**src/rtl/vend_pkg.sv**
```systemverilog
// Shared vending definitions: coin values, coin-select encoding and dispenser states.
package vend_pkg;

   localparam int unsigned NICKEL_C  = 5;
   localparam int unsigned DIME_C    = 10;
   localparam int unsigned QUARTER_C = 25;

   typedef enum logic [1:0] {
      CoinNone,
      CoinNickel,
      CoinDime,
      CoinQuarter
   } coin_e;

   typedef enum logic [2:0] {
      StIdle,
      StSelect,
      StPulse,
      StGap,
      StDone
   } disp_state_e;

   // Face value in cents of a coin selection; CoinNone is worth nothing.
   function automatic int unsigned coin_value(input coin_e coin);
      int unsigned val;
      case (coin)
         CoinNickel:  val = NICKEL_C;
         CoinDime:    val = DIME_C;
         CoinQuarter: val = QUARTER_C;
         default:     val = 0;
      endcase
      return val;
   endfunction

endpackage

```
**src/rtl/eject_timer.sv**
```systemverilog
// Loadable down-counter with a terminal flag, used to time eject pulses and recovery gaps.
module eject_timer #(
   parameter int unsigned WIDTH = 2
) (
   input  logic             clk,
   input  logic             reset,
   input  logic             load,
   input  logic [WIDTH-1:0] load_val,
   output logic             tc
);

   logic [WIDTH-1:0] count_q;

   // Load wins; otherwise count down and park at zero.
   always_ff @(posedge clk or posedge reset) begin
      if (reset) begin
         count_q <= '0;
      end else if (load) begin
         count_q <= load_val;
      end else if (count_q != '0) begin
         count_q <= count_q - WIDTH'(1);
      end
   end

   assign tc = (count_q == '0);

endmodule

```
**src/rtl/change_dispenser.sv**
```systemverilog
// Coin-return payout engine: greedy quarter/dime/nickel ejection with per-tube stock tracking.
module change_dispenser
   import vend_pkg::*;
#(
   parameter int unsigned PULSE_CYCLES = 4,
   parameter int unsigned GAP_CYCLES   = 4,
   parameter int unsigned AMT_W        = 8,
   parameter int unsigned TUBE_W       = 6,
   parameter int unsigned TUBE_INIT    = 20
) (
   input  logic             clk,
   input  logic             reset,
   input  logic             start,
   input  logic [AMT_W-1:0] amount,
   input  logic             refill,
   output logic             quarterO,
   output logic             dimeO,
   output logic             nickelO,
   output logic             busy,
   output logic             done,
   output logic             short,
   output logic [AMT_W-1:0] remaining
);

   localparam int unsigned MAX_CYC = (PULSE_CYCLES > GAP_CYCLES) ? PULSE_CYCLES : GAP_CYCLES;
   localparam int unsigned TMR_W   = (MAX_CYC > 1) ? $clog2(MAX_CYC) : 1;

   // The timer expires on the cycle its count reaches zero, so load N-1 for an N-cycle phase.
   localparam logic [TMR_W-1:0]  PULSE_LOAD = TMR_W'(PULSE_CYCLES - 1);
   localparam logic [TMR_W-1:0]  GAP_LOAD   = TMR_W'(GAP_CYCLES - 1);
   localparam logic [AMT_W-1:0]  Q_AMT      = AMT_W'(QUARTER_C);
   localparam logic [AMT_W-1:0]  D_AMT      = AMT_W'(DIME_C);
   localparam logic [AMT_W-1:0]  N_AMT      = AMT_W'(NICKEL_C);
   localparam logic [TUBE_W-1:0] TUBE_FULL  = TUBE_W'(TUBE_INIT);

   disp_state_e      state_q, state_d;
   coin_e            coin_q, coin_d;
   coin_e            sel_coin;
   logic [AMT_W-1:0] remaining_q, remaining_d;
   logic [TUBE_W-1:0] q_tube_q, q_tube_d;
   logic [TUBE_W-1:0] d_tube_q, d_tube_d;
   logic [TUBE_W-1:0] n_tube_q, n_tube_d;
   logic             timer_load;
   logic [TMR_W-1:0] timer_val;
   logic             timer_tc;

   eject_timer #(
      .WIDTH (TMR_W)
   ) u_eject_timer (
      .clk      (clk),
      .reset    (reset),
      .load     (timer_load),
      .load_val (timer_val),
      .tc       (timer_tc)
   );

   // Greedy pick: largest coin that fits the balance and is still stocked.
   always_comb begin
      sel_coin = CoinNone;
      if (remaining_q >= Q_AMT && q_tube_q != '0) begin
         sel_coin = CoinQuarter;
      end else if (remaining_q >= D_AMT && d_tube_q != '0) begin
         sel_coin = CoinDime;
      end else if (remaining_q >= N_AMT && n_tube_q != '0) begin
         sel_coin = CoinNickel;
      end
   end

   // Next-state, balance and tube bookkeeping.
   always_comb begin
      state_d     = state_q;
      coin_d      = coin_q;
      remaining_d = remaining_q;
      q_tube_d    = q_tube_q;
      d_tube_d    = d_tube_q;
      n_tube_d    = n_tube_q;
      timer_load  = 1'b0;
      timer_val   = PULSE_LOAD;

      case (state_q)
         StIdle: begin
            if (start) begin
               remaining_d = amount;
               state_d     = StSelect;
            end else if (refill) begin
               q_tube_d = TUBE_FULL;
               d_tube_d = TUBE_FULL;
               n_tube_d = TUBE_FULL;
            end
         end
         StSelect: begin
            if (sel_coin == CoinNone) begin
               state_d = StDone;
            end else begin
               state_d     = StPulse;
               coin_d      = sel_coin;
               timer_load  = 1'b1;
               timer_val   = PULSE_LOAD;
               // The greedy guards make this subtraction underflow-free.
               remaining_d = remaining_q - AMT_W'(coin_value(sel_coin));
               unique case (sel_coin)
                  CoinQuarter: if (q_tube_q != '0) q_tube_d = q_tube_q - TUBE_W'(1);
                  CoinDime:    if (d_tube_q != '0) d_tube_d = d_tube_q - TUBE_W'(1);
                  CoinNickel:  if (n_tube_q != '0) n_tube_d = n_tube_q - TUBE_W'(1);
                  default:     ;
               endcase
            end
         end
         StPulse: begin
            if (timer_tc) begin
               state_d    = StGap;
               timer_load = 1'b1;
               timer_val  = GAP_LOAD;
            end
         end
         StGap: begin
            if (timer_tc) begin
               state_d = StSelect;
               coin_d  = CoinNone;
            end
         end
         StDone: begin
            state_d = StIdle;
         end
         default: begin
            state_d = StIdle;
         end
      endcase
   end

   // State, balance and tube registers.
   always_ff @(posedge clk or posedge reset) begin
      if (reset) begin
         state_q     <= StIdle;
         coin_q      <= CoinNone;
         remaining_q <= '0;
         q_tube_q    <= TUBE_FULL;
         d_tube_q    <= TUBE_FULL;
         n_tube_q    <= TUBE_FULL;
      end else begin
         state_q     <= state_d;
         coin_q      <= coin_d;
         remaining_q <= remaining_d;
         q_tube_q    <= q_tube_d;
         d_tube_q    <= d_tube_d;
         n_tube_q    <= n_tube_d;
      end
   end

   // Outputs decode registered state only, so nothing is combinational from the inputs.
   assign quarterO  = (state_q == StPulse) && (coin_q == CoinQuarter);
   assign dimeO     = (state_q == StPulse) && (coin_q == CoinDime);
   assign nickelO   = (state_q == StPulse) && (coin_q == CoinNickel);
   assign busy      = (state_q != StIdle);
   assign done      = (state_q == StDone);
   assign short     = (state_q == StDone) && (remaining_q != '0);
   assign remaining = remaining_q;

endmodule

```
**config.mk**
```make
export PLATFORM = sky130hd
export DESIGN_NAME = change_dispenser
export DESIGN_NICKNAME = d
export VERILOG_FILES = /design/src/rtl/vend_pkg.sv /design/src/rtl/eject_timer.sv /design/src/rtl/change_dispenser.sv
export SDC_FILE = /design/constraint.sdc
export NUM_CORES = 1
export LEC_CHECK = 0
export BUFFER_PORTS_ARGS = -buffer_cell sky130_fd_sc_hd__buf_2
export CELL_PAD_IN_SITES_DETAIL_PLACEMENT = 0
export CELL_PAD_IN_SITES_GLOBAL_PLACEMENT = 1
export CORE_UTILIZATION = 48
export DETAILED_ROUTE_END_ITERATION = 12
export PLACE_DENSITY_LB_ADDON = 0.1
export RECOVER_POWER = 25
export SYNTH_ARGS = -nofsm -noshare
export SYNTH_HDL_FRONTEND = slang
export SYNTH_SLANG_ARGS = --single-unit
```
**constraint.sdc**
```tcl
create_clock -name clk -period 5.57 [get_ports clk]
set_input_delay 0.557 -clock clk [delete_from_list [all_inputs] [get_ports clk]]
set_output_delay 0.557 -clock clk [all_outputs]
set_load 0.005 [all_outputs]
```
==> results_dict.tcl <==
set metrics [dict create \
    syn-cell-area_mm2 0.002187 \
    dieArea_mm2 0.004830 \
    htreeDepth 2 \
    critPathTopFamily "compound AO/OA/AOI/OAI gates" \
    ys_seq_elements 33 \
    num_vias 1896 \
    violations "max-capacitance violations, max-slew violations" \
    core_area_mm2 0.004354 \
    dp_hpwl_um 3729 \
    port_buffers 25 \
    relSlewSlack -0.1884 \
    critPathKind "reg2reg" \
    ys.warnings.count 0 \
    startpoint "d_tube_q[0]$_DFFE_PP0P_" \
    peakVddDrop_uv 241.4 \
    setup_tns_ns 0 \
    synth.most_common_cell "dfrtp_1" \
    p_total_mw 1.226 \
    grt_pass1_wl_um 9280 \
    worst_pin_slew_ns 1.783 \
    arrival_ns 3.63 \
    wl_per_cell_um 16.24 \
    cts_root_buffer "clkbuf_8" \
    wirelength_um 5229 \
    fmax_ghz 0.2925 \
    maxCapViolCount 1 \
    grt_max_degree 34 \
    synth.yosys.seq_area_share 0.3810 \
    diodes 0 \
    path_cells "inv_1, ha_1, or3b_2, a2bb2oi_2, o21ai_0, ha_1, inv_1, fa_1, a21o_1, a311oi_1, o21a_1, a21o_1, a21boi_0" \
    ff2ff_setup_slack_ns 2.15 \
    routabilityCongestion 0.8263 \
    synth_ff_type "dfrtp_1" \
    insertion_delay_ns 0.29 \
    synth_nets 265 \
    syn-instance-count 243 \
    crit_path_top_delay_cell "or3b_2" \
    clock_sinks 33 \
    power.leakage_nw 1.086 \
    drc_errors 0 \
    synth_common_cells "dfrtp_1 (27), nand2_1 (22), o21ai_0 (21)" \
    outcome "finished, violations left" \
    cts-root-to-sink-buffers 2 \
    min_path_type "reg2reg" \
    grt_overflow 0 \
    crit_buf_inv 2 \
    post-route-min-period_ns 3.419 \
    drt_iter0_markers 161 \
    pin_count 26 \
    nets 291 \
    synth.top_cell.area_share 0.3089 \
    cts_tree "yes" \
    grt_pass1_vias 1901 \
    start_util 0.5023 \
    rows 24 \
    post_cts.repair.setup_buffers 0 \
    die_x_um 69.50 \
    syn_area_per_cell_um2 9.000 \
    yosysUniqueCellTypes 58 \
    synth_area_leader_cell "dfrtp_1" \
    final-hold-violation-count 0 \
    antenna_left 0 \
    critPathMaxStageDelay_ns 0.51 \
    worstSetupStartpointType "register" \
    required_ns 5.79 \
    worst_slack_ns 2.151 \
    critPathMaxFanout 4 \
    synth_area_leaders "dfrtp_1 (31%), dfstp_2 (7.2%), ha_1 (5.1%)" \
    post_cts_resized 0 \
    slew_violations 34 \
    antenna_found_initial 0 \
    syn2layout_area_growth_pct 11.78 \
    clk_pin_slew_ns 0.07 \
    skew_ns 0.006417 \
    power.density_mw_per_mm2 501.5 \
    worstHoldStart "n_tube_q[5]$_DFFE_PP0P_" \
    setup_viol 0 \
    cts_buffers 5 \
    die_h_um 69.50 \
    synth_edf_count 0 \
    rr_startpoint "d_tube_q[0]$_DFFE_PP0P_" \
    fillers 409 \
    grt_setup_unrepaired "false" \
    drive_gt1_frac 0.2148 \
    critPathCaptureType "register" \
    viasPerCell 5.888 \
    drtPass1Iterations 4 \
    async_reset_ff_frac 1.000 \
    preCtsSetupSlack_ns 2.180 \
    track_usage 0.2432 \
    fin_crit_sh 0.6138 \
    postCtsHoldBufs 0 \
]
-- layout by cell type (no fill, tap or decap), types with 2 or more instances in the layout --
master	instances
a21oi_1	11
nand3_1	5
or2_2	2
nor3b_1	2
buf_4	2
mux2_2	4
clkbuf_8	5
a311oi_1	3
and3_1	3
dfstp_2	6
o31ai_1	4
o21a_1	4
nor2b_1	2
xnor2_1	6
ha_1	9
a21o_1	4
nand2b_1	3
nor2_1	18
nand2_1	22
a2111oi_0	2
clkinv_2	2
a31oi_1	9
o22ai_1	3
buf_2	25
or3_1	4
dfrtp_1	27
and2_1	3
nor3_1	2
a21boi_0	2
clkbuf_1	2
inv_1	20
o21ai_0	21
a211oi_1	5
-- worst register-to-register path, delay by kind of cell, from the launching register on --
family	cells	cell delay, ns
AO/OA/AOI/OAI	7	1.49
adder cells (fa/ha/maj)	3	0.83
buffers and inverters	2	0.14
flip-flops	1	0.37
AND/OR/NAND/NOR	1	0.51
-- through the flow --
stage	hold WS [ns]	instance area, um2	util	cells
3_5_place_dp	0.4710	2366	0.5434	314
4_1_cts	0.3629	2449	0.5624	322
6_report	0.4872	2445	0.5615	322
2_1_floorplan	0.4424	2187	-	243
5_1_grt	0.5214	2445	0.5615	322
3_3_place_gp	0.4613	2366	0.5434	314
-- power breakdown --
part	switching [mW]	internal [mW]	leakage (nW)
clock	0.0930	0.0866	0.0450
combinational	0.335	0.262	0.643
sequential	0.117	0.332	0.399
total	0.545	0.681	1.09
-- layout make-up --
class / instances / area (um2) / area share
inverters: 21 / 78.83 / 0.03224
repair buffers: 28 / 143.9 / 0.05885
clock inverters: 2 / 10.01 / 0.004094
flip-flops and latches: 33 / 833.3 / 0.3408
clock buffers: 6 / 72.57 / 0.02968
multi-input cells: 180 / 1241 / 0.5077
well taps: 52 / 65.06 / 0.02661
-- registers in the layout, indices dropped and copies added, names as in the netlist --
name                   cells
coin_q                     2
n_tube_q                   6
d_tube_q                   6
remaining                  8
u_eject_timer.count_q      2
q_tube_q                   6
state_q                    3
-- routing by layer --
metal	routed length, um	vias up	global-route usage
li1	-	948	-
met1	2535	897	0.3553
met2	2354	40	0.3528
met3	210	11	0.04360
met4	129	0	0.1043
met5	0	-	0
-- final timing paths --
kind	to	depth (start not counted)
setup / recovery	remaining[6]$_DFFE_PP0P_	13
hold / removal	n_tube_q[5]$_DFFE_PP0P_	1
setup reg to reg	remaining[6]$_DFFE_PP0P_	13
hold reg to reg	n_tube_q[5]$_DFFE_PP0P_	1
max in group asynchronous	d_tube_q[3]$_DFFE_PP0P_	3
min in group asynchronous	remaining[5]$_DFFE_PP0P_	3
-- cells by family (layout without fill, tap and decap cells) --
| family | after synthesis | after routing | share of synthesized area |
|---|---|---|---|
| AOI/OAI and AO/OA | 82 | 82 | 0.2643 |
| and+or+nand+nor | 77 | 77 | 0.1911 |
| DFF | 33 | 33 | 0.3810 |
| buffers and inverters | 30 | 57 | 0.05377 |
| adders and majority gates | 10 | 10 | 0.06064 |
| xor gates and xnor gates | 6 | 6 | 0.02403 |
| muxes | 5 | 5 | 0.02517 |
Note: power is estimated with default switching activity, not from simulation.
